### src/rtl/alu.sv
// ---------------------------------------------------------------------------
// alu -- 8-bit registered arithmetic/logic unit
//
// Computes one of eight operations on operands a and b, selected by s, and
// registers a 16-bit result plus four status flags. One-cycle latency, a new
// operation every cycle, no handshake.
//
// Ports
//   clk            in   1   system clock, rising edge
//   rst            in   1   synchronous active-high reset (clears o and flags)
//   a              in   8   operand A
//   b              in   8   operand B (shifts use only b[2:0])
//   s              in   3   opcode: ADD SUB MUL AND OR XOR SHL SHR
//   o              out 16   registered result
//   zero_flag      out  1   registered: o == 0
//   carry_flag     out  1   registered carry / borrow / shifted-out bit
//   sign_flag      out  1   registered sign of the result
//   overflow_flag  out  1   registered signed overflow
// ---------------------------------------------------------------------------
module alu (
   input  logic        clk,
   input  logic        rst,
   input  logic [7:0]  a,
   input  logic [7:0]  b,
   input  logic [2:0]  s,
   output logic [15:0] o,
   output logic        zero_flag,
   output logic        carry_flag,
   output logic        sign_flag,
   output logic        overflow_flag
);

   typedef enum logic [2:0] {
      OP_ADD = 3'b000,
      OP_SUB = 3'b001,
      OP_MUL = 3'b010,
      OP_AND = 3'b011,
      OP_OR  = 3'b100,
      OP_XOR = 3'b101,
      OP_SHL = 3'b110,
      OP_SHR = 3'b111
   } op_e;

   logic [8:0]  w_sum;
   logic [8:0]  w_diff;
   logic [15:0] w_prod;
   logic [2:0]  w_n;
   logic [8:0]  w_shl;
   logic [8:0]  w_shr;

   logic [15:0] w_res;
   logic        w_carry;
   logic        w_sign;
   logic        w_ovf;

   logic [15:0] r_o;
   logic        r_zero;
   logic        r_carry;
   logic        r_sign;
   logic        r_ovf;

   assign w_sum  = {1'b0, a} + {1'b0, b};
   // 9-bit difference: bit 8 is set exactly when a < b (unsigned borrow).
   assign w_diff = {1'b0, a} - {1'b0, b};
   assign w_prod = {8'b0, a} * {8'b0, b};
   assign w_n    = b[2:0];
   // A guard bit on each side catches the last bit shifted out; with n == 0
   // the guard stays 0, giving carry = 0 for free.
   assign w_shl  = {1'b0, a} << w_n;
   assign w_shr  = {a, 1'b0} >> w_n;

   always_comb begin
      // NOTE: every output of this block gets a default first so no path
      // leaves a value unassigned, which would infer a latch.
      w_res   = 16'h0000;
      w_carry = 1'b0;
      w_sign  = 1'b0;
      w_ovf   = 1'b0;
      unique case (op_e'(s))
         OP_ADD: begin
            w_res   = {7'b0, w_sum};
            w_carry = w_sum[8];
            w_sign  = w_sum[7];
            w_ovf   = (a[7] == b[7]) && (w_sum[7] != a[7]);
         end
         OP_SUB: begin
            w_res   = {8'b0, w_diff[7:0]};
            w_carry = w_diff[8];
            w_sign  = w_diff[7];
            w_ovf   = (a[7] != b[7]) && (w_diff[7] != a[7]);
         end
         OP_MUL: begin
            w_res   = w_prod;
            w_carry = |w_prod[15:8];
            w_sign  = w_prod[15];
            w_ovf   = |w_prod[15:8];
         end
         OP_AND: begin
            w_res  = {8'b0, a & b};
            w_sign = a[7] & b[7];
         end
         OP_OR: begin
            w_res  = {8'b0, a | b};
            w_sign = a[7] | b[7];
         end
         OP_XOR: begin
            w_res  = {8'b0, a ^ b};
            w_sign = a[7] ^ b[7];
         end
         OP_SHL: begin
            w_res   = {8'b0, w_shl[7:0]};
            w_carry = w_shl[8];
            w_sign  = w_shl[7];
         end
         OP_SHR: begin
            w_res   = {8'b0, w_shr[8:1]};
            w_carry = w_shr[0];
            w_sign  = w_shr[8];
         end
         default: ;
      endcase
   end

   always_ff @(posedge clk) begin
      // NOTE: non-blocking assignments so every register samples the values
      // from before this edge, independent of statement order.
      if (rst) begin
         r_o     <= 16'h0000;
         r_zero  <= 1'b0;
         r_carry <= 1'b0;
         r_sign  <= 1'b0;
         r_ovf   <= 1'b0;
      end else begin
         r_o     <= w_res;
         r_zero  <= (w_res == 16'h0000);
         r_carry <= w_carry;
         r_sign  <= w_sign;
         r_ovf   <= w_ovf;
      end
   end

   assign o             = r_o;
   assign zero_flag     = r_zero;
   assign carry_flag    = r_carry;
   assign sign_flag     = r_sign;
   assign overflow_flag = r_ovf;

endmodule

### config.mk
export PLATFORM = sky130hd
export DESIGN_NAME = alu
export DESIGN_NICKNAME = d
export VERILOG_FILES = /design/src/rtl/alu.sv
export SDC_FILE = /design/constraint.sdc
export NUM_CORES = 1
export LEC_CHECK = 0
export ABC_AREA = 1
export CAP_MARGIN = 25
export CELL_PAD_IN_SITES_DETAIL_PLACEMENT = 1
export CELL_PAD_IN_SITES_GLOBAL_PLACEMENT = 1
export CORE_MARGIN = 1.5
export CORE_UTILIZATION = 45
export DETAILED_ROUTE_END_ITERATION = 10
export HOLD_SLACK_MARGIN = 0.05
export PLACE_DENSITY = 0.9
export SYNTH_ARGS = -nofsm -noshare
export SYNTH_HDL_FRONTEND = slang
export SYNTH_SLANG_ARGS = --single-unit
### constraint.sdc
create_clock -name clk -period 9 [get_ports clk]
set_input_delay 0.9 -clock clk [delete_from_list [all_inputs] [get_ports clk]]
set_output_delay 0.9 -clock clk [all_outputs]
set_load 0.1 [all_outputs]
# Yosys cells after proc, flatten, opt, wreduce, memory -nomap -nowiden
# Cells that the tools add are included.
# Widths: inputs -> output; s select.
# word_totals
latch_bits	0
mem_count	0
output_inout_bits	20
word_cells	36
rom_bits	0
reg_bits	20
ram_bits	0
# op_classes
n_bitwise	6
n_reduce_logical	5
n_addsub	2
n_div	0
shifts	2
n_mul	1
n_eq_ne	11
mux	4
n_lt_le_gt_ge	0
# ops
cell	n
$pmux 16 s8	1
$logic_not 16->1	1
$mul 8x8->16	1
$eq 3x3->1 const B	4
$add 8x8->9	1
$shl 8x3->9	1
$shr 9x3->9	1
$sub 8x8->9	1
$and 8x8->8	1
$or 8x8->8	1
$pmux 1 s8	1
$reduce_or 8->1	1
$xor 8x8->8	1
$eq 3x2->1 const B	2
$pmux 1 s5	1
$eq 3x1->1 const B	1
$logic_not 3->1	1
$ne 1x1->1	3
$pmux 1 s3	1
$logic_and 1x1->1	2
$and 1x1->1	1
$eq 1x1->1	1
$or 1x1->1	1
$xor 1x1->1	1

# Depth between registers and ports, before layout
# Gate-level depths: netlist of run 1.
# depth
ltp_word	4
mapped_depth	25

# Worst setup path after synthesis of run 1
# Ideal clock, no wire load.
# synth_path
kind	input port to flip-flop
startpoint	input port a[0]
endpoint	register r_carry, in the netlist carry_flag
arrival_time_ps	4669
path_buffers	1
setup_time_ps	109
path_stages	21
t_required_ps	8891
slack_ps	4222
path_cell_list	clkbuf_1 nand2_1 fa_1 fa_1 inv_1 fa_1 inv_1 fa_1 inv_1 ha_1 nand2_1 nand2_1 a21oi_1 nand3b_1 and2_1 nor2_1 nand3_1 nand2_1 nand3_1 nand2_1 inv_1
# synth_via
elab_chain_cells	3
word_cells_on_any_way	7
# synth_rtl
item	line	source
start: declaration	23	input logic [7:0] a,
$mul 8x8->16	65	assign w_prod = {8'b0, a} * {8'b0, b};
$reduce_or 8->1	94	w_carry = |w_prod[15:8];
$pmux 1 s5 (*)	79	unique case (op_e'(s))
end signal: assignment	136	r_carry <= w_carry;
end: declaration	58	logic r_carry;
# Every way passes the cells marked *; elsewhere a longest branch is shown, timed or not.
# A chain may end at the register's enable or synchronous reset.

# Worst setup path after layout of run 1
# layout_path
startpoint	input port a[1]
endpoint	register r_carry, in the netlist carry_flag
# The elaborated chain is that of the path after synthesis.

==> reports/metrics.cfg, run 1 <==
[outcome]
status=finished clean

[worst_hold_path]
hold_class=input pin to register

[synth]
syn-num-nets=880
ys_types=32
yosysSeqAreaShare=0.0859
syn_inst=760
synth_area_sq_um=4660
syn_avg_cell_area_sq_um=6.13
synth-seq-cells=20
yosys_warnings=0

[die]
die_height_microns=105
die_w_microns=105
coreArea_sq_um=9910
pin_count=41
initial_core_util=0.470
rows=36
die_area_sq_um=11000

[global_routing]
grt_pass1_wl_microns=26800
overflow=0
grt_use_total=0.305
grt_pass1_vias=5355
grt_max_degree=27
antenna_found_initial=0

[timing]
final_hold_viol_count=0
rsz0062_at_grt=false
max-slew-margin-rel=0.338
maxSlewViolCount=0
timing.setup.tns_ns=0
hold_slack_ns=1.46
post-route-min-period_ns=5.70
finalSetupViolations=0
tightest_slew_ns=0.989
max_clock_freq_mhz=175
fin_crit_sh=0.633

[worst_setup_path]
crit_arrival_ns=5.86
required_ns=9.16
critPathCaptureType=register
cp-start-kind=input pin
crit_type=input pin to register
crit_fanout=13

[clocking]
cts_hold_buffers=0
cts-root-buf=clkbuf_8
htreeDepth=1
path_clk_slew_ns=0.08
cts_max_path_buffers=2
cts_tree=done
cts_made_buffers=3
cts.sinks=20
cts_setup_buffers=0
cts_resized=0

[detailed_routing]
wire_per_inst_microns=17.7
drtIter0Drc=248
viasPerCell=5.44
dr.pass1.iters=5
drc=0
drt-total-wl_microns=16100
vias=4954
antenna_left=0

[final_layout]
syn2layout_area_growth_pct=10.9
num_antenna_cells=0
fin_cells=910
post_route_cells_drive_above_1_share=0.0283
seqCellArea_sq_um=400
nNetsFinal=898
fin_util=0.522
nFillCells=1410
multi_input_area_sq_um=3490

[power]
power_density_nw_per_um2=157
ir_worst_vdd_v=0.000119
p_leak_nw=3.05

[placed_design]
gp_congestion=0.898
portBuffers=40
dp_hpwl_microns=13200
place_inst=906

[run]
max_cap_violations=0

-- synth_stat cells --
library cell    n  share of area
nand2_1       208           0.17
inv_1         162           0.13
nand3_1        95           0.10
ha_1           61           0.16
nor2_1         53          0.043
fa_1           38           0.16
dfxtp_1        20          0.086
clkbuf_1       18          0.014
a21oi_1        15          0.016
o21ai_0        14          0.015
nand4_1        13          0.017
buf_2           9         0.0097
inv_2           7         0.0056
a31oi_1         6         0.0081
o21ai_1         5         0.0054
nand3b_1        4         0.0064
nor2_2          4         0.0054
and2_1          3         0.0040
nor3_1          3         0.0032
o211ai_1        3         0.0048
or2_2           3         0.0040
buf_4           2         0.0032
clkinv_1        2         0.0016
or2_1           2         0.0027
xnor2_1         2         0.0038
xor2_1          2         0.0038
nand2_2         1         0.0013
nor3_2          1         0.0021
nor3b_1         1         0.0016
nor4_1          1         0.0013
o21a_1          1         0.0016
o21bai_1        1         0.0016
-- flip-flops by register name (all words and copies together), names as in the netlist --
signal / cells
carry_flag: 1
sign_flag: 1
overflow_flag: 1
zero_flag: 1
o: 16
-- final timing paths --
check	start	to	slack (ns)	cells after the start
setup / recovery	a[1]	carry_flag$_SDFF_PP0_	3.30	22
hold / removal	rst	o[8]$_SDFF_PP0_	1.46	2
-- per-layer routing --
layer  share of wire  up-vias  GRT usage  wire [microns]
met1            0.42     2424      0.375            6840
met4           0.036        0      0.107             575
li1                -     2361          -               -
met2            0.50      129      0.550            8130
met5               0        -          0               0
met3           0.037       40     0.0318             590
-- area by class of cell --
type                    count  area share
clock buffers               4      0.0106
multi-input cells         540       0.675
repair buffers             42      0.0803
well taps                 133      0.0322
inverters                 171       0.124
flip-flops and latches     20      0.0774
-- cells by family (layout without fill, tap and decap cells) --
group,after synthesis,after routing,synth area share
AOI/OAI and AO/OA,45,45,0.0526
buffers and inverters,200,217,0.165
DFF,20,20,0.0859
adders and majority gates,99,99,0.327
xor gates and xnor gates,4,4,0.00752
and+or+nand+nor,392,392,0.362
-- where the power goes --
part	switching, mW	internal [mW]
Combinational	0.433	0.210
Clock	0.0311	0.0390
Sequential	0.00282	0.0976
-- stage by stage --
stage	total power [mW]	setup WS, ns	instance area, sq um
2_1_floorplan	0.572	4.22	4660
5_1_grt	0.900	2.93	5170
4_1_cts	0.813	3.30	5170
6_report	0.814	3.30	5170
3_3_place_gp	0.706	3.34	5110
3_5_place_dp	0.738	3.09	5110
-- cells in the final DEF, fill, tap and decap left out, drive strengths merged, types with 5 or more instances in the layout --
cell,instances
nand4,13
nand3,95
o21ai,19
dfxtp,20
a31oi,6
a21oi,15
inv,169
nor2,57
ha,61
fa,38
or2,5
nand2,209
clkdlybuf4s50,40
-- worst max-delay path, stage by stage --
cell,delay (ns)
clkdlybuf4s50_1,0.91
nand2_1,0.16
fa_1,0.52
fa_1,0.54
inv_1,0.05
fa_1,0.54
inv_1,0.07
fa_1,0.53
inv_1,0.04
ha_1,0.34
nand2_1,0.09
nand2_1,0.07
a21oi_1,0.20
nand2_1,0.10
nand2_1,0.08
nand3_1,0.09
nand2_1,0.11
nand3_1,0.08
nand2_1,0.13
nand3_1,0.14
nand2_1,0.09
inv_1,0.05
No activity file was read; power rests on OpenSTA's default activity.
==> inputs of run 2 (changes only) <==
--- a/config.mk
+++ b/config.mk
@@ -10,10 +10,10 @@
 export CELL_PAD_IN_SITES_DETAIL_PLACEMENT = 1
 export CELL_PAD_IN_SITES_GLOBAL_PLACEMENT = 1
 export CORE_MARGIN = 1.5
-export CORE_UTILIZATION = 45
+export CORE_UTILIZATION = 42
 export DETAILED_ROUTE_END_ITERATION = 10
 export HOLD_SLACK_MARGIN = 0.05
-export PLACE_DENSITY = 0.9
+export PLACE_DENSITY = 0.85
 export SYNTH_ARGS = -nofsm -noshare
 export SYNTH_HDL_FRONTEND = slang
 export SYNTH_SLANG_ARGS = --single-unit
==> constraint.sdc (replaced) <==
create_clock -name clk -period 5.5 [get_ports clk]
set_input_delay 0.55 -clock clk [delete_from_list [all_inputs] [get_ports clk]]
set_output_delay 0.55 -clock clk [all_outputs]
set_load 0.1 [all_outputs]
==> run 2 against run 1 <==
  * Critical path depth unchanged
  * Final cell count up 2.0%
  * Sequential power up 64%
  * Setup slack worse by 3.0 ns
  * Combinational power up 66%
  * Cell area up 1.8%
  * Sequential cell count unchanged
  * Die area up 6.9%
  * Clock-buffer cell count unchanged
  * First-iteration DRC count up 0.40%
  * Non-clock buffer count up 11
  * Sequential share of layout area down 0.13 points
  * Critical endpoint is now overflow_flag$_SDFF_PP0_
  * Largest cell class unchanged
  * Largest power group unchanged
==> reports/metrics.cfg, run 2 (synthesis gave the netlist of run 1 again) <==
[timing]
fin_crit_sh=0.941
post-route-min-period_ns=5.18
rsz0062_at_grt=false
finalSetupViolations=0  ; unchanged
max-slew-margin-rel=0.327  ; -0.0116
max_clock_freq_mhz=193
final_hold_viol_count=0  ; unchanged
tightest_slew_ns=1.01  ; +0.0174 ns
maxSlewViolCount=0  ; unchanged
timing.setup.tns_ns=0  ; unchanged

[die]
rows=38  ; +5.6%
die_w_microns=108  ; +3.4%
initial_core_util=0.430  ; -0.0404
coreArea_sq_um=10800  ; +9.4%
pin_count=41  ; unchanged
die_height_microns=108  ; +3.4%
die_area_sq_um=11700  ; +6.9%

[clocking]
htreeDepth=1  ; unchanged
cts_tree=done
path_clk_slew_ns=0.07  ; about the same
cts_hold_buffers=0  ; unchanged
cts-root-buf=clkbuf_8
cts.sinks=20  ; unchanged
cts_setup_buffers=0  ; unchanged
cts_resized=0  ; unchanged
cts_max_path_buffers=2  ; unchanged
cts_made_buffers=3  ; unchanged

[detailed_routing]
dr.pass1.iters=5  ; unchanged
drtIter0Drc=249  ; +0.40%
drc=0  ; unchanged
wire_per_inst_microns=17.6  ; -0.97%
vias=4952  ; -0.040%
viasPerCell=5.34  ; -2.0%
antenna_left=0  ; unchanged
drt-total-wl_microns=16300  ; +0.99%

[final_layout]
fin_cells=928  ; +2.0%
largest_reg_flops=16  ; unchanged
fin_util=0.485  ; -0.0364
num_antenna_cells=0  ; unchanged
post_route_cells_drive_above_1_share=0.0419  ; +0.0136
nNetsFinal=909  ; +1.2%
syn2layout_area_growth_pct=12.9
finish.instance_area_sq_um=5260  ; +1.8%
final_common_cell=nand2_1
final_cell_mix=nand2_1, inv_1, nand3_1, ha_1, nor2_1

[worst_setup_path]
path_cells=clkdlybuf4s50_1 -> nand2_1 -> fa_1 -> fa_1 -> inv_1 -> fa_1 -> inv_1 -> fa_1 -> inv_1 -> ha_1 -> nand2_1 -> nand2_1 -> a21oi_1 -> nand2_1 -> nand2_1 -> nand3_1 -> nand2_1 -> nand3_1 -> nand2_1 -> nand3_1 -> nand2_1 -> inv_1
cpMaxStageDelayCell=clkdlybuf4s50_1
cp-start-kind=input pin
required_ns=5.66  ; -3.50 ns
cp_slowest_stage_delay_ns=0.77  ; -0.14 ns
crit_type=input pin to register
path_buf_inv=5  ; unchanged
path_delay_family=adder cells
crit_arrival_ns=5.34  ; -0.52 ns
crit_fanout=9  ; -4
cpMostUsedCell=nand2_1
critPathCaptureType=register

[power]
power_density_nw_per_um2=255  ; +62%
p_leak_nw=3.10  ; +1.7%
ir_worst_vdd_v=0.000186  ; +57%

[outcome]
status=finished clean

[placed_design]
portBuffers=40  ; unchanged
gp_congestion=0.944  ; +5.1%
dp_hpwl_microns=14000  ; +5.8%
place_area_sq_um=5210  ; +1.8%
place_inst=924  ; +2.0%

[global_routing]
antenna_found_initial=0  ; unchanged
overflow=0  ; unchanged
grt_pass1_vias=5318  ; -0.69%
grt_max_degree=22  ; -19%
grt_use_total=0.289  ; -0.0168
grt_pass1_wl_microns=26200  ; -2.4%

[run]
max_cap_violations=0  ; unchanged

[worst_hold_path]
hold_class=input pin to register

-- run 2: cell types whose count changed in the layout (fill, tap and decap cells not counted) --
cell,previous run,this run
buf_4,2,13
-- run 2: cell type report --
class / instances / area, sq um
sequential: 20 / 400
clock buffer: 4 / 55.1
tap: 140 / 175
fill: 1542 / 5580
inverter: 171 / 642
multi-input combinational: 540 / 3490
timing repair buffer: 53 / 498
-- run 2: power by group --
group | leakage (nW) | internal, mW | total, mW | switching (mW)
clock | 0.0288 | 0.0637 | 0.112 | 0.0486
sequential | 0.164 | 0.160 | 0.164 | 0.00397
combinational | 2.91 | 0.351 | 1.07 | 0.714
-- run 2: layer usage --
| metal | wire (microns) | global-route usage | vias up | share of wire |
|---|---|---|---|---|
| li1 | - | - | 2385 | - |
| met1 | 7090 | 0.360 | 2419 | 0.44 |
| met2 | 8060 | 0.518 | 116 | 0.49 |
| met3 | 563 | 0.0241 | 32 | 0.035 |
| met4 | 575 | 0.105 | 0 | 0.035 |
| met5 | 0 | 0 | - | 0 |
-- run 2: path summary, 6_finish.rpt --
kind  slack (ns)  from                        to  depth (start not counted)
min         1.13   rst           o[1]$_SDFF_PP0_                          2
max         0.32  b[7]  overflow_flag$_SDFF_PP0_                         22
-- run 2: per-stage QoR --
| stage | total power [mW] | hold WS, ns | worst slack [ns] |
|---|---|---|---|
| after detailed placement | 1.22 | 1.39 | 0.0697 |
| after floorplan | 0.935 | 0.756 | 1.07 |
| after global placement | 1.17 | 1.36 | 0.276 |
| after global routing | 1.48 | 1.15 | 0.0748 |
| after CTS | 1.34 | 1.11 | 0.341 |
| final | 1.34 | 1.13 | 0.323 |
==> inputs of run 3 (changes only) <==
--- a/config.mk
+++ b/config.mk
@@ -9,7 +9,6 @@
 export CAP_MARGIN = 25
 export CELL_PAD_IN_SITES_DETAIL_PLACEMENT = 1
 export CELL_PAD_IN_SITES_GLOBAL_PLACEMENT = 1
-export CORE_MARGIN = 1.5
 export CORE_UTILIZATION = 42
 export DETAILED_ROUTE_END_ITERATION = 10
 export HOLD_SLACK_MARGIN = 0.05
==> run 3 against run 2 <==
  * Combinational power about the same
  * Via count shrank 0.26%
  * First-iteration DRC count shrank 12%
  * Clock-buffer cell count decreased by 1
  * Largest cell class unchanged
==> reports/metrics.cfg, run 3 (synthesis gave the netlist of run 1 again) <==
[outcome]
status=finished clean

[timing]
post-route-min-period_ns=5.10  ; -0.0754 ns
final_hold_viol_count=0  ; unchanged
rsz0062_at_grt=false
fin_crit_sh=0.928  ; -0.0137
max_clock_freq_mhz=196  ; +1.5%
maxSlewViolCount=0  ; unchanged
timing.setup.tns_ns=0  ; unchanged
setup_ws_ns=0.398  ; +0.0754 ns
max-slew-margin-rel=0.344  ; +0.0176
finalSetupViolations=0  ; unchanged
tightest_slew_ns=0.980  ; -0.0263 ns

[clocking]
cts_tree=done
cts.sinks=20  ; unchanged
cts_setup_buffers=0  ; unchanged
cts_hold_buffers=0  ; unchanged
cts_max_path_buffers=2  ; unchanged
path_clk_slew_ns=0.07  ; about the same
cts-root-buf=clkbuf_8
cts_made_buffers=3  ; unchanged
cts_resized=0  ; unchanged
htreeDepth=1  ; unchanged

[die]
die_area_sq_um=11500  ; -1.8%
initial_core_util=0.430  ; unchanged
pin_count=41  ; unchanged
die_height_microns=107  ; -0.92%
coreArea_sq_um=10800  ; unchanged
die_w_microns=107  ; -0.92%
rows=38  ; unchanged

[power]
power_density_nw_per_um2=252  ; -1.2%
p_leak_nw=3.09  ; -0.23%
power_mw=1.32  ; -1.5%
ir_worst_vdd_v=0.000176  ; -5.1%

[detailed_routing]
wire_per_inst_microns=17.3  ; -1.6%
drtIter0Drc=220  ; -12%
drc=0  ; unchanged
drt-total-wl_microns=16000  ; -1.7%
viasPerCell=5.33  ; -0.15%
antenna_left=0  ; unchanged
vias=4939  ; -0.26%
dr.pass1.iters=4  ; -1

[global_routing]
overflow=0  ; unchanged
grt_pass1_wl_microns=26000  ; -0.79%
antenna_found_initial=0  ; unchanged
grt_use_total=0.292  ; +0.00290
grt_max_degree=22  ; unchanged
grt_pass1_vias=5251  ; -1.3%

[placed_design]
place_ws_ns=0.134  ; +0.0648 ns
dp_hpwl_microns=13600  ; -2.2%
portBuffers=40  ; unchanged
gp_congestion=0.904  ; -4.3%

[worst_setup_path]
required_ns=5.66  ; about the same
cp-start-kind=input pin
crit_type=input pin to register
crit_path_start=b[7]
crit_arrival_ns=5.26  ; -0.08 ns
crit_fanout=9  ; unchanged
critPathCaptureType=register
crit_end=sign_flag$_SDFF_PP0_

[final_layout]
final_common_cell=nand2_1
syn2layout_area_growth_pct=12.6
post_route_cells_drive_above_1_share=0.0407  ; -0.00122
largest_reg_flops=16  ; unchanged
nNetsFinal=909  ; unchanged
num_antenna_cells=0  ; unchanged
final_cell_mix=nand2_1, inv_1, nand3_1, ha_1, nor2_1

[run]
max_cap_violations=0  ; unchanged

[worst_hold_path]
hold_class=input pin to register

## run 3: through the flow
| stage | area [sq um] | cells | utilization | hold slack, ns |
|---|---|---|---|---|
| 4_1_cts | 5250 | 927 | 0.484 | 1.10 |
| 3_3_place_gp | 5210 | 924 | 0.480 | 1.36 |
| 6_report | 5250 | 927 | 0.484 | 1.09 |
| 5_1_grt | 5250 | 927 | 0.484 | 1.14 |
| 3_5_place_dp | 5210 | 924 | 0.480 | 1.37 |
| 2_1_floorplan | 4660 | 760 | - | 0.756 |
## run 3: worst min-delay path by stage
stage / from / to / slack (ns) / depth (start not counted)
after floorplan: rst / overflow_flag$_SDFF_PP0_ / 0.76 / 3
after global placement: rst / o[4]$_SDFF_PP0_ / 1.36 / 2
after detailed placement: rst / o[2]$_SDFF_PP0_ / 1.37 / 2
after CTS: rst / o[2]$_SDFF_PP0_ / 1.10 / 2
after global routing: rst / o[0]$_SDFF_PP0_ / 1.14 / 2
final: rst / o[2]$_SDFF_PP0_ / 1.09 / 2
## run 3: layer usage
layer	vias up	track usage	wire, microns
met2	80	0.536	8040
met5	-	0	0
met3	22	0.0236	478
met1	2451	0.367	7140
li1	2386	-	-
met4	0	0.0695	352
## run 3: cell type report
class                   count  area (sq um)
clock buffers               3          41.3
fillers                  1507          5590
inverters                 171           642
multi-input cells         540          3490
flip-flops and latches     20           400
well taps                 140           175
repair buffers             53           498
## run 3: worst max-delay path: stages
cell and delay [ns]:
clkdlybuf4s50_1 0.76, nand2_1 0.17, fa_1 0.53, fa_1 0.55, inv_1 0.06, fa_1 0.54
inv_1 0.07, fa_1 0.53, inv_1 0.05, ha_1 0.35, nand2_1 0.10, nor2_1 0.10
nand3_1 0.11, nand2_1 0.12, nand2_1 0.08, nand2_1 0.08, nand2_1 0.07, nand3_1 0.12
nand4_1 0.10, o21ai_0 0.17, inv_1 0.06
## run 3: where the power goes
group          total [mW]  internal [mW]  switching (mW)
Combinational        1.06          0.350           0.710
Sequential          0.164          0.160         0.00416
Clock              0.0979         0.0490          0.0490
